$ cat src/rtl/phase_freq_detector_pkg.sv
// Shared encodings and sizing helpers for the ADPLL phase/frequency detector.
package phase_freq_detector_pkg;

    // Instruction encoding seen by the UpDownCounter
    typedef enum logic [1:0] {
        INSTR_DISABLE    = 2'b00,
        INSTR_COUNT_UP   = 2'b01,
        INSTR_COUNT_DOWN = 2'b10
    } count_instr_t;

    // Detector FSM states
    typedef enum logic [1:0] {
        ST_IDLE     = 2'b00,
        ST_REF_LEAD = 2'b01,
        ST_FB_LEAD  = 2'b10
    } pfd_state_t;

    localparam int unsigned DEF_SYNC_STAGES       = 2;
    localparam int unsigned DEF_MAX_WINDOW        = 4096;
    localparam int unsigned DEF_LOCK_TOL          = 4;
    localparam int unsigned DEF_LOCK_COUNT        = 16;
    localparam int unsigned DEF_CLEAR_EACH_WINDOW = 1;

    // Bits needed to hold 0..max_val, never less than one
    function automatic int unsigned cnt_width(input int unsigned max_val);
        return (max_val < 2) ? 1 : $clog2(max_val + 1);
    endfunction

endpackage

$ cat src/rtl/phase_freq_detector_edge_sync.sv
// Synchroniser chain plus history flop; flags a rising edge of an async input.
module phase_freq_detector_edge_sync
    import phase_freq_detector_pkg::*;
#(
    parameter int unsigned SYNC_STAGES = DEF_SYNC_STAGES
) (
    input  logic clk,
    input  logic rst,
    input  logic async_in,
    output logic rise_c
);

    logic [SYNC_STAGES-1:0] sync;
    logic                   hist;

    // Shift the async level through the chain and remember the last synced value
    always_ff @(posedge clk or posedge rst) begin
        if (rst) begin
            sync <= '0;
            hist <= 1'b0;
        end else begin
            sync <= {sync[SYNC_STAGES-2:0], async_in};
            hist <= sync[SYNC_STAGES-1];
        end
    end

    assign rise_c = sync[SYNC_STAGES-1] & ~hist;

endmodule

$ cat src/rtl/phase_freq_detector.sv
// ADPLL front end: converts ref/fb rising-edge phase difference into counter instructions.
module phase_freq_detector
    import phase_freq_detector_pkg::*;
#(
    parameter int unsigned SYNC_STAGES       = DEF_SYNC_STAGES,
    parameter int unsigned MAX_WINDOW        = DEF_MAX_WINDOW,
    parameter int unsigned LOCK_TOL          = DEF_LOCK_TOL,
    parameter int unsigned LOCK_COUNT        = DEF_LOCK_COUNT,
    parameter int unsigned CLEAR_EACH_WINDOW = DEF_CLEAR_EACH_WINDOW
) (
    input  logic       fpga_clk_i,
    input  logic       reset_i,
    input  logic       ref_clk_i,
    input  logic       fb_clk_i,
    output logic [1:0] count_instr_o,
    output logic       clear_o,
    output logic       done_o,
    output logic       slip_o,
    output logic       timeout_o,
    output logic       lock_o
);

    localparam int unsigned WIN_W  = cnt_width(MAX_WINDOW);
    localparam int unsigned GOOD_W = cnt_width(LOCK_COUNT);

    localparam logic [WIN_W-1:0]  WIN_MAX  = WIN_W'(MAX_WINDOW);
    localparam logic [WIN_W-1:0]  WIN_LAST = WIN_W'(MAX_WINDOW - 1);
    localparam logic [WIN_W-1:0]  WIN_TOL  = WIN_W'(LOCK_TOL);
    localparam logic [GOOD_W-1:0] GOOD_MAX = GOOD_W'(LOCK_COUNT);
    localparam logic              CLR_EN   = (CLEAR_EACH_WINDOW != 0);

    pfd_state_t        state;
    logic [WIN_W-1:0]  win_cnt;
    logic [GOOD_W-1:0] good_cnt;

    logic              ref_rise_c;
    logic              fb_rise_c;
    logic              lead_rise_c;
    logic              lag_rise_c;
    logic              in_lead_c;
    logic              close_edge_c;
    logic              timeout_c;
    logic              slip_c;
    logic              zero_win_c;
    logic              done_c;
    logic [WIN_W-1:0]  win_len_c;
    logic              good_win_c;
    logic [GOOD_W-1:0] good_inc_c;

    phase_freq_detector_edge_sync #(.SYNC_STAGES(SYNC_STAGES)) u_ref_sync (
        .clk      (fpga_clk_i),
        .rst      (reset_i),
        .async_in (ref_clk_i),
        .rise_c   (ref_rise_c)
    );

    phase_freq_detector_edge_sync #(.SYNC_STAGES(SYNC_STAGES)) u_fb_sync (
        .clk      (fpga_clk_i),
        .rst      (reset_i),
        .async_in (fb_clk_i),
        .rise_c   (fb_rise_c)
    );

    // Decode window events: which edge leads, closes, slips or times out this cycle
    always_comb begin
        lead_rise_c = 1'b0;
        lag_rise_c  = 1'b0;
        case (state)
            ST_REF_LEAD: begin
                lead_rise_c = ref_rise_c;
                lag_rise_c  = fb_rise_c;
            end
            ST_FB_LEAD: begin
                lead_rise_c = fb_rise_c;
                lag_rise_c  = ref_rise_c;
            end
            default: begin
                lead_rise_c = 1'b0;
                lag_rise_c  = 1'b0;
            end
        endcase

        in_lead_c    = (state != ST_IDLE);
        close_edge_c = in_lead_c & lag_rise_c;
        // A real closing edge wins over a timeout landing on the same cycle
        timeout_c    = in_lead_c & ~lag_rise_c & (win_cnt == WIN_LAST);
        slip_c       = in_lead_c & lead_rise_c;
        zero_win_c   = (state == ST_IDLE) & ref_rise_c & fb_rise_c;
        done_c       = close_edge_c | timeout_c | zero_win_c;
        // The closing cycle itself is the last counting cycle of the window
        win_len_c    = zero_win_c ? '0 : (win_cnt + WIN_W'(1));
        good_win_c   = (win_len_c <= WIN_TOL) & ~slip_c & ~timeout_c;
        good_inc_c   = (good_cnt == GOOD_MAX) ? good_cnt : (good_cnt + GOOD_W'(1));
    end

    // Detector FSM, window counter, lock tracking and registered outputs
    always_ff @(posedge fpga_clk_i or posedge reset_i) begin
        if (reset_i) begin
            state         <= ST_IDLE;
            count_instr_o <= INSTR_DISABLE;
            win_cnt       <= '0;
            good_cnt      <= '0;
            clear_o       <= 1'b0;
            done_o        <= 1'b0;
            slip_o        <= 1'b0;
            timeout_o     <= 1'b0;
            lock_o        <= 1'b0;
        end else begin
            done_o    <= done_c;
            clear_o   <= done_c & CLR_EN;
            slip_o    <= slip_c;
            timeout_o <= timeout_c;

            case (state)
                ST_IDLE: begin
                    win_cnt <= '0;
                    if (ref_rise_c && !fb_rise_c) begin
                        state         <= ST_REF_LEAD;
                        count_instr_o <= INSTR_COUNT_UP;
                    end else if (fb_rise_c && !ref_rise_c) begin
                        state         <= ST_FB_LEAD;
                        count_instr_o <= INSTR_COUNT_DOWN;
                    end
                end
                ST_REF_LEAD, ST_FB_LEAD: begin
                    if (close_edge_c || timeout_c) begin
                        state         <= ST_IDLE;
                        count_instr_o <= INSTR_DISABLE;
                        win_cnt       <= '0;
                    end else if (win_cnt != WIN_MAX) begin
                        win_cnt <= win_cnt + WIN_W'(1);
                    end
                end
                default: begin
                    state         <= ST_IDLE;
                    count_instr_o <= INSTR_DISABLE;
                    win_cnt       <= '0;
                end
            endcase

            if (done_c) begin
                if (good_win_c) begin
                    good_cnt <= good_inc_c;
                    lock_o   <= (good_inc_c == GOOD_MAX);
                end else begin
                    good_cnt <= '0;
                    lock_o   <= 1'b0;
                end
            end else if (slip_c) begin
                good_cnt <= '0;
                lock_o   <= 1'b0;
            end
        end
    end

endmodule

$ cat config.mk
export PLATFORM = sky130hd
export DESIGN_NAME = phase_freq_detector
export DESIGN_NICKNAME = d
export VERILOG_FILES = /design/src/rtl/phase_freq_detector_pkg.sv /design/src/rtl/phase_freq_detector_edge_sync.sv /design/src/rtl/phase_freq_detector.sv
export SDC_FILE = /design/constraint.sdc
export NUM_CORES = 1
export LEC_CHECK = 0
export BUFFER_PORTS_ARGS = -buffer_cell sky130_fd_sc_hd__buf_2
export CAP_MARGIN = 20
export CORE_AREA = 2 2 58 60
export CTS_CLUSTER_DIAMETER = 30
export DETAILED_ROUTE_END_ITERATION = 16
export DIE_AREA = 0 0 60 62
export PLACE_DENSITY = 0.91
export SLEW_MARGIN = 20
export SYNTH_ARGS = -nofsm -noshare
export SYNTH_HDL_FRONTEND = slang
export SYNTH_HIERARCHICAL = 1
export SYNTH_SLANG_ARGS = --single-unit
$ cat constraint.sdc
create_clock -name fpga_clk_i -period 4.4 [get_ports fpga_clk_i]
set_input_delay 0.44 -clock fpga_clk_i [delete_from_list [all_inputs] [get_ports fpga_clk_i]]
set_output_delay 0.44 -clock fpga_clk_i [all_outputs]
set_load 0.02 [all_outputs]
==> results.py <==
metrics = {
    "run_status": {
        "outcome": "complete, no violations",
    },
    "power_and_ir_drop": {
        "p_sw_w": 0.000334,
        "ir_drop_mv": 0.269,
        "p_comb_frac": 0.361,
        "pwr-share-seq": 0.435,
        "powerDensity_nw_per_um2": 413,
        "leakage_nw": 0.868,
        "swShare": 0.403,
        "p_int_w": 0.000496,
        "power_frac_clock": 0.204,
    },
    "routing": {
        "vias": 1544,
        "ant_nets": 0,
        "first_iter_violations": 135,
        "viasPerCell": 5.83,
        "wire_per_inst_um": 13.7,
        "route.detailed.drc": 0,
        "drtPass1Iterations": 4,
        "drt-total-wl_um": 3640,
    },
    "clock_tree": {
        "cts-root-buf": "clkbuf_4",
        "cts_buffers": 5,
        "cts_resized": 0,
        "cts.sinks": 30,
        "cts_setup_buffers": 0,
        "cts_max_level": 2,
        "tritoncts": "done",
        "ctsLongestPathBuffers": 2,
        "clk_pin_slew_ns": 0.10,
        "clk_latency_ns": 0.33,
    },
    "finish": {
        "layout-drive-gt1-share": 0.142,
        "layout_common_cells": "dfrtp_1 (30), nor2_1 (29), nand3_1 (16)",
        "area_growth_pct": 4.49,
        "fin_area_um2": 2010,
        "nets": 229,
        "final_common_cell": "dfrtp_1",
        "fill_cells": 265,
        "final_util": 0.632,
        "antenna_cells": 0,
    },
    "worst_setup_path": {
        "cp_data_required_time_ns": 4.66,
        "cp-end-kind": "flip-flop",
        "start_kind": "flip-flop",
        "critPathMaxFanout": 10,
        "r2r_start": "win_cnt[0]",
        "ff2ff_path_depth": 7,
        "cp.arrival_ns": 2.59,
        "crit_type": "flip-flop to flip-flop",
        "cp-startpoint": "win_cnt[0]",
        "regToRegSetupSlack_ns": 2.08,
    },
    "synthesis": {
        "synthArstFlopShare": 1.00,
        "synth_compound_area_frac": 0.139,
        "syn_nets": 224,
        "syn_area_um2": 1920,
        "synth_xor_area_frac": 0.0728,
        "synth_seq_cells": 30,
        "synth_top_family_by_area": "simple AND/OR/NAND/NOR gates",
        "synth_cell_types": 50,
        "dominantRegCellSynth": "dfrtp_1",
        "yosys.area_share.adder": 0.0455,
        "synth_edf_count": 0,
        "yosys.area_share.simple": 0.278,
        "synthMuxAreaShare": 0,
        "syn_area_per_cell_um2": 9.03,
        "yosys_warnings": 6,
        "ys_seq_area_frac": 0.390,
        "postSynthCellCount": 213,
    },
    "floorplanning": {
        "dieArea_um2": 3720,
        "top_level_ports": 11,
        "start_util": 0.605,
        "rows": 21,
        "fp.coreArea_um2": 3180,
        "chipHeight_um": 62,
        "die_x_um": 60,
    },
    "grt": {
        "overflow": 0,
        "grt_max_degree": 25,
        "grt_pass1_vias": 1343,
        "grt_antenna_before_repair": 0,
        "grt_pass1_wl_um": 6110,
        "gr-usage-all-layers": 0.226,
    },
    "sta": {
        "setup_tns_ns": 0,
        "fin_ws_ns": 2.08,
        "fin_crit_sh": 0.528,
        "max_freq_mhz": 431,
        "setup-violations-final": 0,
        "slew_headroom": 0.388,
        "hold_viol_final": 0,
        "fin_crit_ns": 2.32,
        "fin_worst_skew_ns": 0.0148,
        "slew_violations": 0,
        "rsz0062_at_grt": "false",
        "hold_slack_ns": 0.207,
        "worstMarginPinSlew_ns": 0.917,
    },
    "job": {
        "cap_violations": 0,
    },
    "placed_design": {
        "place_area_um2": 1940,
        "dpl_worst_slack_ns": 2.17,
        "io_buffers": 10,
        "place_congestion": 0.862,
        "hpwl_um": 2610,
    },
    "min_path": {
        "hp-class": "input port to flip-flop",
        "hold_depth": 1,
        "hp-start": "fb_clk_i",
    },
}
through the flow:
stage | std cells | total power, W
4_1_cts | 265 | 0.000834
3_5_place_dp | 256 | 0.000658
5_1_grt | 265 | 0.000901
6_report | 265 | 0.000830
3_3_place_gp | 256 | 0.000649
2_1_floorplan | 213 | 0.000596
path summary, 6_finish.rpt:
kind / end
max in group asynchronous: win_cnt[9]
min in group asynchronous: u_fb_sync/hist
hold / removal: u_fb_sync/sync[0]
hold reg to reg: u_ref_sync/sync[1]
setup / recovery: lock_o
setup reg to reg: lock_o
routing by layer:
metal  global-route usage  vias to the layer above  part of all wire
met1                0.279                      720              0.44
met4                0.108                        0             0.024
met2                0.356                       52              0.47
met5                    0                        -                 0
met3               0.0787                       10             0.062
li1                     -                      762                 -
Yosys cell counts, drive strengths merged (3+ instances only):
library cell	instances	area, µm²
xnor2	13	114
ha	7	87.6
o22ai	4	25.0
o211ai	3	22.5
nand3	19	110
and2	3	21.3
nand2	11	41.3
and3	4	27.5
a21oi	8	43.8
xor2	3	26.3
nand2b	3	18.8
buf	10	75.1
and4	4	37.5
dfrtp	30	751
nor4b	3	26.3
inv	14	52.6
o21ai	7	35.0
nor3	6	41.3
nor2b	3	33.8
nor4	3	18.8
nand4	3	25.0
a31oi	4	25.0
nor2	29	109
registers in the layout, summed over array words and instances, names as in the netlist, 2 cells and up:
register         flops
u_ref_sync/sync      2
u_fb_sync/sync       2
state                2
win_cnt             13
good_cnt             5
layout make-up:
cell class | count | area, µm² | share of cell area
inverter | 14 | 52.6 | 0.0261
multi-input combinational | 156 | 1030 | 0.512
clock buffer | 7 | 55.1 | 0.0274
timing repair buffer | 11 | 60.1 | 0.0299
tap | 46 | 57.6 | 0.0286
sequential | 30 | 751 | 0.373
clock inverter | 1 | 5.00 | 0.00249
kinds of logic after synthesis:
kind of cell,count (synthesis)
AO/OA/AOI/OAI,39
flip-flops,30
XOR/XNOR,16
adder cells (fa/ha/maj),7
buffers and inverters,27
AND/OR/NAND/NOR,94
power groups by stage:
stage	Combinational (W)	Clock (W)	Sequential, W
floorplan	0.000239	0	0.000357
global route	0.000343	0.000191	0.000367
CTS	0.000296	0.000177	0.000360
finish	0.000299	0.000170	0.000361
detailed placement	0.000294	0	0.000364
global placement	0.000286	0	0.000362
critical path: stages, from the launching register on:
cell      delay [ns]
dfrtp_1         0.52
ha_1            0.45
and3_1          0.35
nand3_2         0.17
o22ai_1         0.20
and4_1          0.34
a21boi_2        0.09
o21ai_1         0.14
repair_timing:
item / CTS / global route
endpoints found under the setup margin: 0 / 0
hold buffers: 1 / 0
hold endpoints to repair: 6 / 0
Power figures use the tool's default switching activity.
